File: config.mk
export PLATFORM = sky130hd
export DESIGN_NAME = uart_rx
export DESIGN_NICKNAME = d
export VERILOG_FILES = /design/src/rtl/uart_rx.sv
export SDC_FILE = /design/constraint.sdc
export NUM_CORES = 1
export LEC_CHECK = 0
export BUFFER_PORTS_ARGS = -buffer_cell sky130_fd_sc_hd__buf_2
export CORE_ASPECT_RATIO = 1.5
export CORE_UTILIZATION = 30
export CTS_BUF_LIST = sky130_fd_sc_hd__clkbuf_16
export DETAILED_ROUTE_END_ITERATION = 10
export GPL_ROUTABILITY_DRIVEN = 0
export PLACE_DENSITY = 0.57
export REMOVE_ABC_BUFFERS = 1
export SKIP_LAST_GASP = 1
export SYNTH_ARGS = -nofsm -noshare
export SYNTH_HDL_FRONTEND = slang
export SYNTH_SLANG_ARGS = --single-unit
File: constraint.sdc
create_clock -name clk -period 2.5 [get_ports clk]
set_input_delay 0.375 -clock clk [delete_from_list [all_inputs] [get_ports clk]]
set_output_delay 0.375 -clock clk [all_outputs]
set_load 0.02 [all_outputs]
File: src/rtl/uart_rx.sv
`timescale 1ns/1ps
// Purpose: UART receiver. Oversampled start/data/parity/stop FSM delivering words on valid/ready.
// Latency: 2 clk synchronizer + up to 1 tick to detect the start edge; word valid on the edge after the mid-stop-bit tick.
// Backpressure: one held word; a frame completing while the held word is unaccepted is dropped and overrun pulses.
//
// Ports:
//   clk, arst_n            system clock, asynchronous active-low reset
//   rx_clk_en              oversampling tick (OVERSAMPLE per bit period)
//   rx                     asynchronous serial line, idle high
//   parity_en, parity_odd  frame format, latched at start-bit confirmation
//   rx_data/rx_valid/rx_ready  received word handshake
//   parity_err, frame_err  status of the held word, qualified by rx_valid
//   overrun                one-cycle pulse when a completed frame is dropped
//   busy                   receiver not idle
module uart_rx #(
   parameter int DATA_BITS  = 8,
   parameter int OVERSAMPLE = 16
) (
   input  logic                 clk,
   input  logic                 arst_n,
   input  logic                 rx_clk_en,
   input  logic                 rx,
   input  logic                 parity_en,
   input  logic                 parity_odd,
   input  logic                 rx_ready,
   output logic [DATA_BITS-1:0] rx_data,
   output logic                 rx_valid,
   output logic                 parity_err,
   output logic                 frame_err,
   output logic                 overrun,
   output logic                 busy
);

   localparam int CW = $clog2(OVERSAMPLE);
   localparam int IW = $clog2(DATA_BITS + 1);
   localparam logic [CW-1:0] CNT_MID  = CW'(OVERSAMPLE / 2 - 1);
   localparam logic [CW-1:0] CNT_END  = CW'(OVERSAMPLE - 1);
   localparam logic [IW-1:0] IDX_LAST = IW'(DATA_BITS - 1);

   typedef enum logic [2:0] {IDLE, START, DATA, PARITY, STOP} state_t;

   state_t               state, state_nxt;
   logic [CW-1:0]        cnt, cnt_nxt;
   logic [IW-1:0]        idx, idx_nxt;
   logic                 rx_meta, rx_s;
   logic [DATA_BITS-1:0] shreg;
   logic                 par_en_l, par_odd_l, par_err_r;
   logic                 shift_en, latch_cfg, par_chk, deliver;
   logic                 accept;

   assign busy   = (state != IDLE);
   assign accept = rx_valid && rx_ready;

   always_ff @(posedge clk or negedge arst_n) begin
      if (!arst_n) begin
         rx_meta <= 1'b1;
         rx_s    <= 1'b1;
      end else begin
         rx_meta <= rx;
         rx_s    <= rx_meta;
      end
   end

   always_ff @(posedge clk or negedge arst_n) begin
      if (!arst_n) begin
         state <= IDLE;
         cnt   <= '0;
         idx   <= '0;
      end else begin
         state <= state_nxt;
         cnt   <= cnt_nxt;
         idx   <= idx_nxt;
      end
   end

   // The start bit is confirmed at its middle and the counter restarts there, so every
   // later sample (count wraps at OVERSAMPLE-1) lands mid-bit. Leaving STOP at mid-stop
   // leaves half a bit to catch the next start edge.
   always_comb begin
      state_nxt = state;
      cnt_nxt   = cnt;
      idx_nxt   = idx;
      shift_en  = 1'b0;
      latch_cfg = 1'b0;
      par_chk   = 1'b0;
      deliver   = 1'b0;
      if (rx_clk_en) begin
         case (state)
            IDLE: begin
               if (!rx_s) begin
                  cnt_nxt   = '0;
                  state_nxt = START;
               end
            end
            START: begin
               if (cnt == CNT_MID) begin
                  if (rx_s) begin
                     state_nxt = IDLE;
                  end else begin
                     latch_cfg = 1'b1;
                     cnt_nxt   = '0;
                     idx_nxt   = '0;
                     state_nxt = DATA;
                  end
               end else begin
                  cnt_nxt = cnt + 1'b1;
               end
            end
            DATA: begin
               if (cnt == CNT_END) begin
                  shift_en = 1'b1;
                  cnt_nxt  = '0;
                  idx_nxt  = idx + 1'b1;
                  if (idx == IDX_LAST) begin
                     state_nxt = par_en_l ? PARITY : STOP;
                  end
               end else begin
                  cnt_nxt = cnt + 1'b1;
               end
            end
            PARITY: begin
               if (cnt == CNT_END) begin
                  par_chk   = 1'b1;
                  cnt_nxt   = '0;
                  state_nxt = STOP;
               end else begin
                  cnt_nxt = cnt + 1'b1;
               end
            end
            STOP: begin
               if (cnt == CNT_END) begin
                  deliver   = 1'b1;
                  cnt_nxt   = '0;
                  state_nxt = IDLE;
               end else begin
                  cnt_nxt = cnt + 1'b1;
               end
            end
            default: state_nxt = IDLE;
         endcase
      end
   end

   // Frame assembly: format is frozen at start confirmation so mid-frame changes
   // only affect the following frame.
   always_ff @(posedge clk or negedge arst_n) begin
      if (!arst_n) begin
         shreg     <= '0;
         par_en_l  <= 1'b0;
         par_odd_l <= 1'b0;
         par_err_r <= 1'b0;
      end else begin
         if (latch_cfg) begin
            par_en_l  <= parity_en;
            par_odd_l <= parity_odd;
            par_err_r <= 1'b0;
         end
         if (shift_en) begin
            shreg <= {rx_s, shreg[DATA_BITS-1:1]};
         end
         if (par_chk) begin
            par_err_r <= ((^shreg) ^ rx_s) != par_odd_l;
         end
      end
   end

   // Single-entry output holding register; a new frame may replace a word that is
   // being accepted in the same cycle.
   always_ff @(posedge clk or negedge arst_n) begin
      if (!arst_n) begin
         rx_data    <= '0;
         rx_valid   <= 1'b0;
         parity_err <= 1'b0;
         frame_err  <= 1'b0;
         overrun    <= 1'b0;
      end else begin
         overrun <= 1'b0;
         if (deliver) begin
            if (!rx_valid || accept) begin
               rx_data    <= shreg;
               parity_err <= par_err_r;
               frame_err  <= !rx_s;
               rx_valid   <= 1'b1;
            end else begin
               overrun <= 1'b1;
            end
         end else if (accept) begin
            rx_valid <= 1'b0;
         end
      end
   end

endmodule

==> impl_metrics.tcl <==
set metrics [dict create \
    grt_pass1_wl_um 5554 \
    power_switching_mw 0.5557 \
    synth-async-reset-ratio_pct 100.0 \
    synth_xor_xnor_area_share_pct 5.600 \
    place_hpwl_um 2311 \
    pwr-share-seq_pct 44.1 \
    fin_setup_tns_ns 0 \
    cts_tree "yes" \
    routed_wirelength_um 3270 \
    synthSimpleGateAreaFrac_pct 14.18 \
    power_mw 1.769 \
    netlist_area_um2 1720 \
    synthFlopType "dfrtp_1" \
    worstSetupStartpoint "cnt[0]" \
    fin_nets 177 \
    synth_area_per_cell_um2 11.78 \
    hp-class "in2async" \
    maxCapViolCount 0 \
    status "finished, final reports clean" \
    critPathArrivalTime_ns 2.17 \
    finalMaxSlewViolations 0 \
    power_density_nw_per_um2 873.6 \
    cp_max_fo 6 \
    swShare_pct 31.42 \
    hold_buffers 0 \
    p_int_mw 1.213 \
    postRouteAntennaNets 0 \
    cts_buffers 5 \
    ys_warn_count 0 \
    core_area_um2 5492 \
    post_drt_wl_per_cell_um 13.68 \
    synthAdderAreaFrac_pct 1.455 \
    clkPwrFrac_pct 32.7 \
    fill_cells 555 \
    start_util_pct 31.33 \
    irDropWorstVdd_v 0.0004867 \
    final_util_pct 36.86 \
    num_vias 1135 \
    syn_inst 146 \
    layout-drive-gt1-share_pct 24.85 \
    grt_pass1_vias 1154 \
    dp_slack_ns 0.5020 \
    area_growth_syn_to_layout_pct 17.67 \
    cts-root-buf "clkbuf_16" \
    path_clk_slew_ns 0.06 \
    io_pins 20 \
    synth_top_area_cell "dfrtp_1" \
    htreeDepth 2 \
    yosysSeqAreaShare_pct 52.51 \
    finalHoldWorstSlack_ns 0.1842 \
    clock_path_buffers 2 \
    required_ns 2.65 \
    die_h_um 94.75 \
    skew_ns 0.003554 \
    synth.distinct_cells 37 \
    min_period_over_period_pct 80.51 \
    setup_slack_ns 0.4872 \
    post_cts_buffers 0 \
    netlist.area_leader.share_pct 49.45 \
    io_buffers 19 \
    die_x_um 63.83 \
    first_iter_violations 25 \
    grt_usage_pct 12.26 \
    clock_latency_ns 0.27 \
    worstReg2RegStart "cnt[0]" \
    finalCriticalPeriod_ns 2.013 \
    grt_max_degree 37 \
    slew_headroom_pct 47.29 \
    worstMarginPinSlew_ns 0.7906 \
    start_kind "register" \
    finalHoldViolCount 0 \
    yosys-top-cells-area "dfrtp_1 (49%), mux2_1 (7.9%), mux2_2 (5.9%)" \
    regToRegSetupSlack_ns 0.49 \
    rsz0062_at_grt "no" \
    core.rowCount 33 \
    muxShareOfSynthArea_pct 15.49 \
    path_class "reg2reg" \
    drc 0 \
    clock_sinks 36 \
    overflow 0 \
    die_area_um2 6048 \
    setup-violations-final 0 \
    cts_resized 0 \
    drt_first_pass_iters 4 \
    power_frac_comb_pct 23.2 \
    antenna_found_initial 0 \
    via_per_inst 4.749 \
    synth_top_family_by_area "multiplexers" \
    p_leak_nw 0.9768 \
    synth_edf_count 0 \
    diodes 0 \
    fmax_mhz 496.8 \
    synth-seq-cells 36 \
    end_kind "register" \
    synth_compound_area_share_pct 7.491 \
]
==> path summary, 6_finish.rpt <==
kind / cells after the start / endpoint
worst min-delay path: 1 / shreg[1]
min in group clk: 1 / rx_meta
worst min register to register: 0 / rx_s
max in group asynchronous: 1 / idx[3]
worst max register to register: 6 / state[2]
worst max-delay path: 6 / state[2]
==> cells in the final DEF, fill, tap and decap left out, types with 4 or more instances in the layout <==
| master | Yosys | layout |
|---|---|---|
| dfrtp_1 | 34 | 34 |
| buf_2 | 3 | 19 |
| mux2_1 | 12 | 12 |
| mux2_2 | 9 | 9 |
| xnor2_1 | 9 | 9 |
| nand2_1 | 8 | 8 |
| nand2b_1 | 6 | 6 |
| nor2_1 | 6 | 6 |
| inv_1 | 5 | 6 |
| nand3_1 | 6 | 6 |
| a21oi_1 | 5 | 5 |
| clkbuf_16 | 0 | 5 |
| o21ai_0 | 4 | 4 |
==> state kept, by name, indices dropped and copies added, names as in the netlist <==
signal / flops
rx_data: 8
shreg: 8
cnt: 4
idx: 4
state: 3
frame_err: 1
overrun: 1
par_en_l: 1
par_err_r: 1
par_odd_l: 1
parity_err: 1
rx_meta: 1
rx_s: 1
rx_valid: 1
==> cell type report <==
cell class,count,area [um2],area share [%]
Tap cell,70,87.58,4.326
Sequential cell,36,903.4,44.62
Clock buffer,5,125.1,6.180
Timing Repair Buffer,22,117.6,5.810
Multi-Input combinational cell,98,760.7,37.58
Clock inverter,3,11.26,0.5562
Inverter,5,18.77,0.9271
==> cell families after synthesis <==
group           count (synthesis)
mux                            24
buf+inv                        12
simple gates                   42
fa+ha+maj                       2
compound gates                 19
flops                          36
xor+xnor                       11
==> through the flow <==
| step | cells | area [um2] |
|---|---|---|
| 3_3_place_gp | 231 | 1888 |
| 2_1_floorplan | 139 | 1683 |
| 3_5_place_dp | 231 | 1888 |
| 5_1_grt | 239 | 2024 |
| 4_1_cts | 239 | 2024 |
| 6_report | 239 | 2024 |
==> power by group through the flow <==
stage / logic [mW] / registers, mW / clock network (mW)
floorplan: 0.305 / 0.765 / 0
global route: 0.468 / 0.799 / 0.616
detailed placement: 0.413 / 0.788 / 0
CTS: 0.414 / 0.780 / 0.595
finish: 0.410 / 0.781 / 0.578
global placement: 0.400 / 0.786 / 0
==> critical path, stage by stage, from the launching register on <==
cell and delay (ns):
dfrtp_1 0.40, ha_1 0.27, and3b_1 0.22, or3_1 0.36, and2_1 0.19, o311ai_2 0.10, mux2_1 0.36
==> routing by layer <==
| layer | up-vias | share of wire [%] | track usage (%) |
|---|---|---|---|
| met3 | 2 | 3.2 | 3.502 |
| met4 | 0 | 0.76 | 5.492 |
| met1 | 553 | 43 | 13.57 |
| met2 | 18 | 53 | 21.54 |
| met5 | - | 0 | 0 |
| li1 | 562 | - | - |
==> cell usage after synthesis (all sizes together), types with 3 or more instances <==
cell type / number
a21oi: 5
xnor2: 9
nand3: 6
buf: 4
o21ai: 7
mux2i: 3
mux2: 21
nor2: 6
clkbuf: 3
nand2b: 6
inv: 5
nand2: 8
dfrtp: 34
Power figures use the tool's default switching activity.
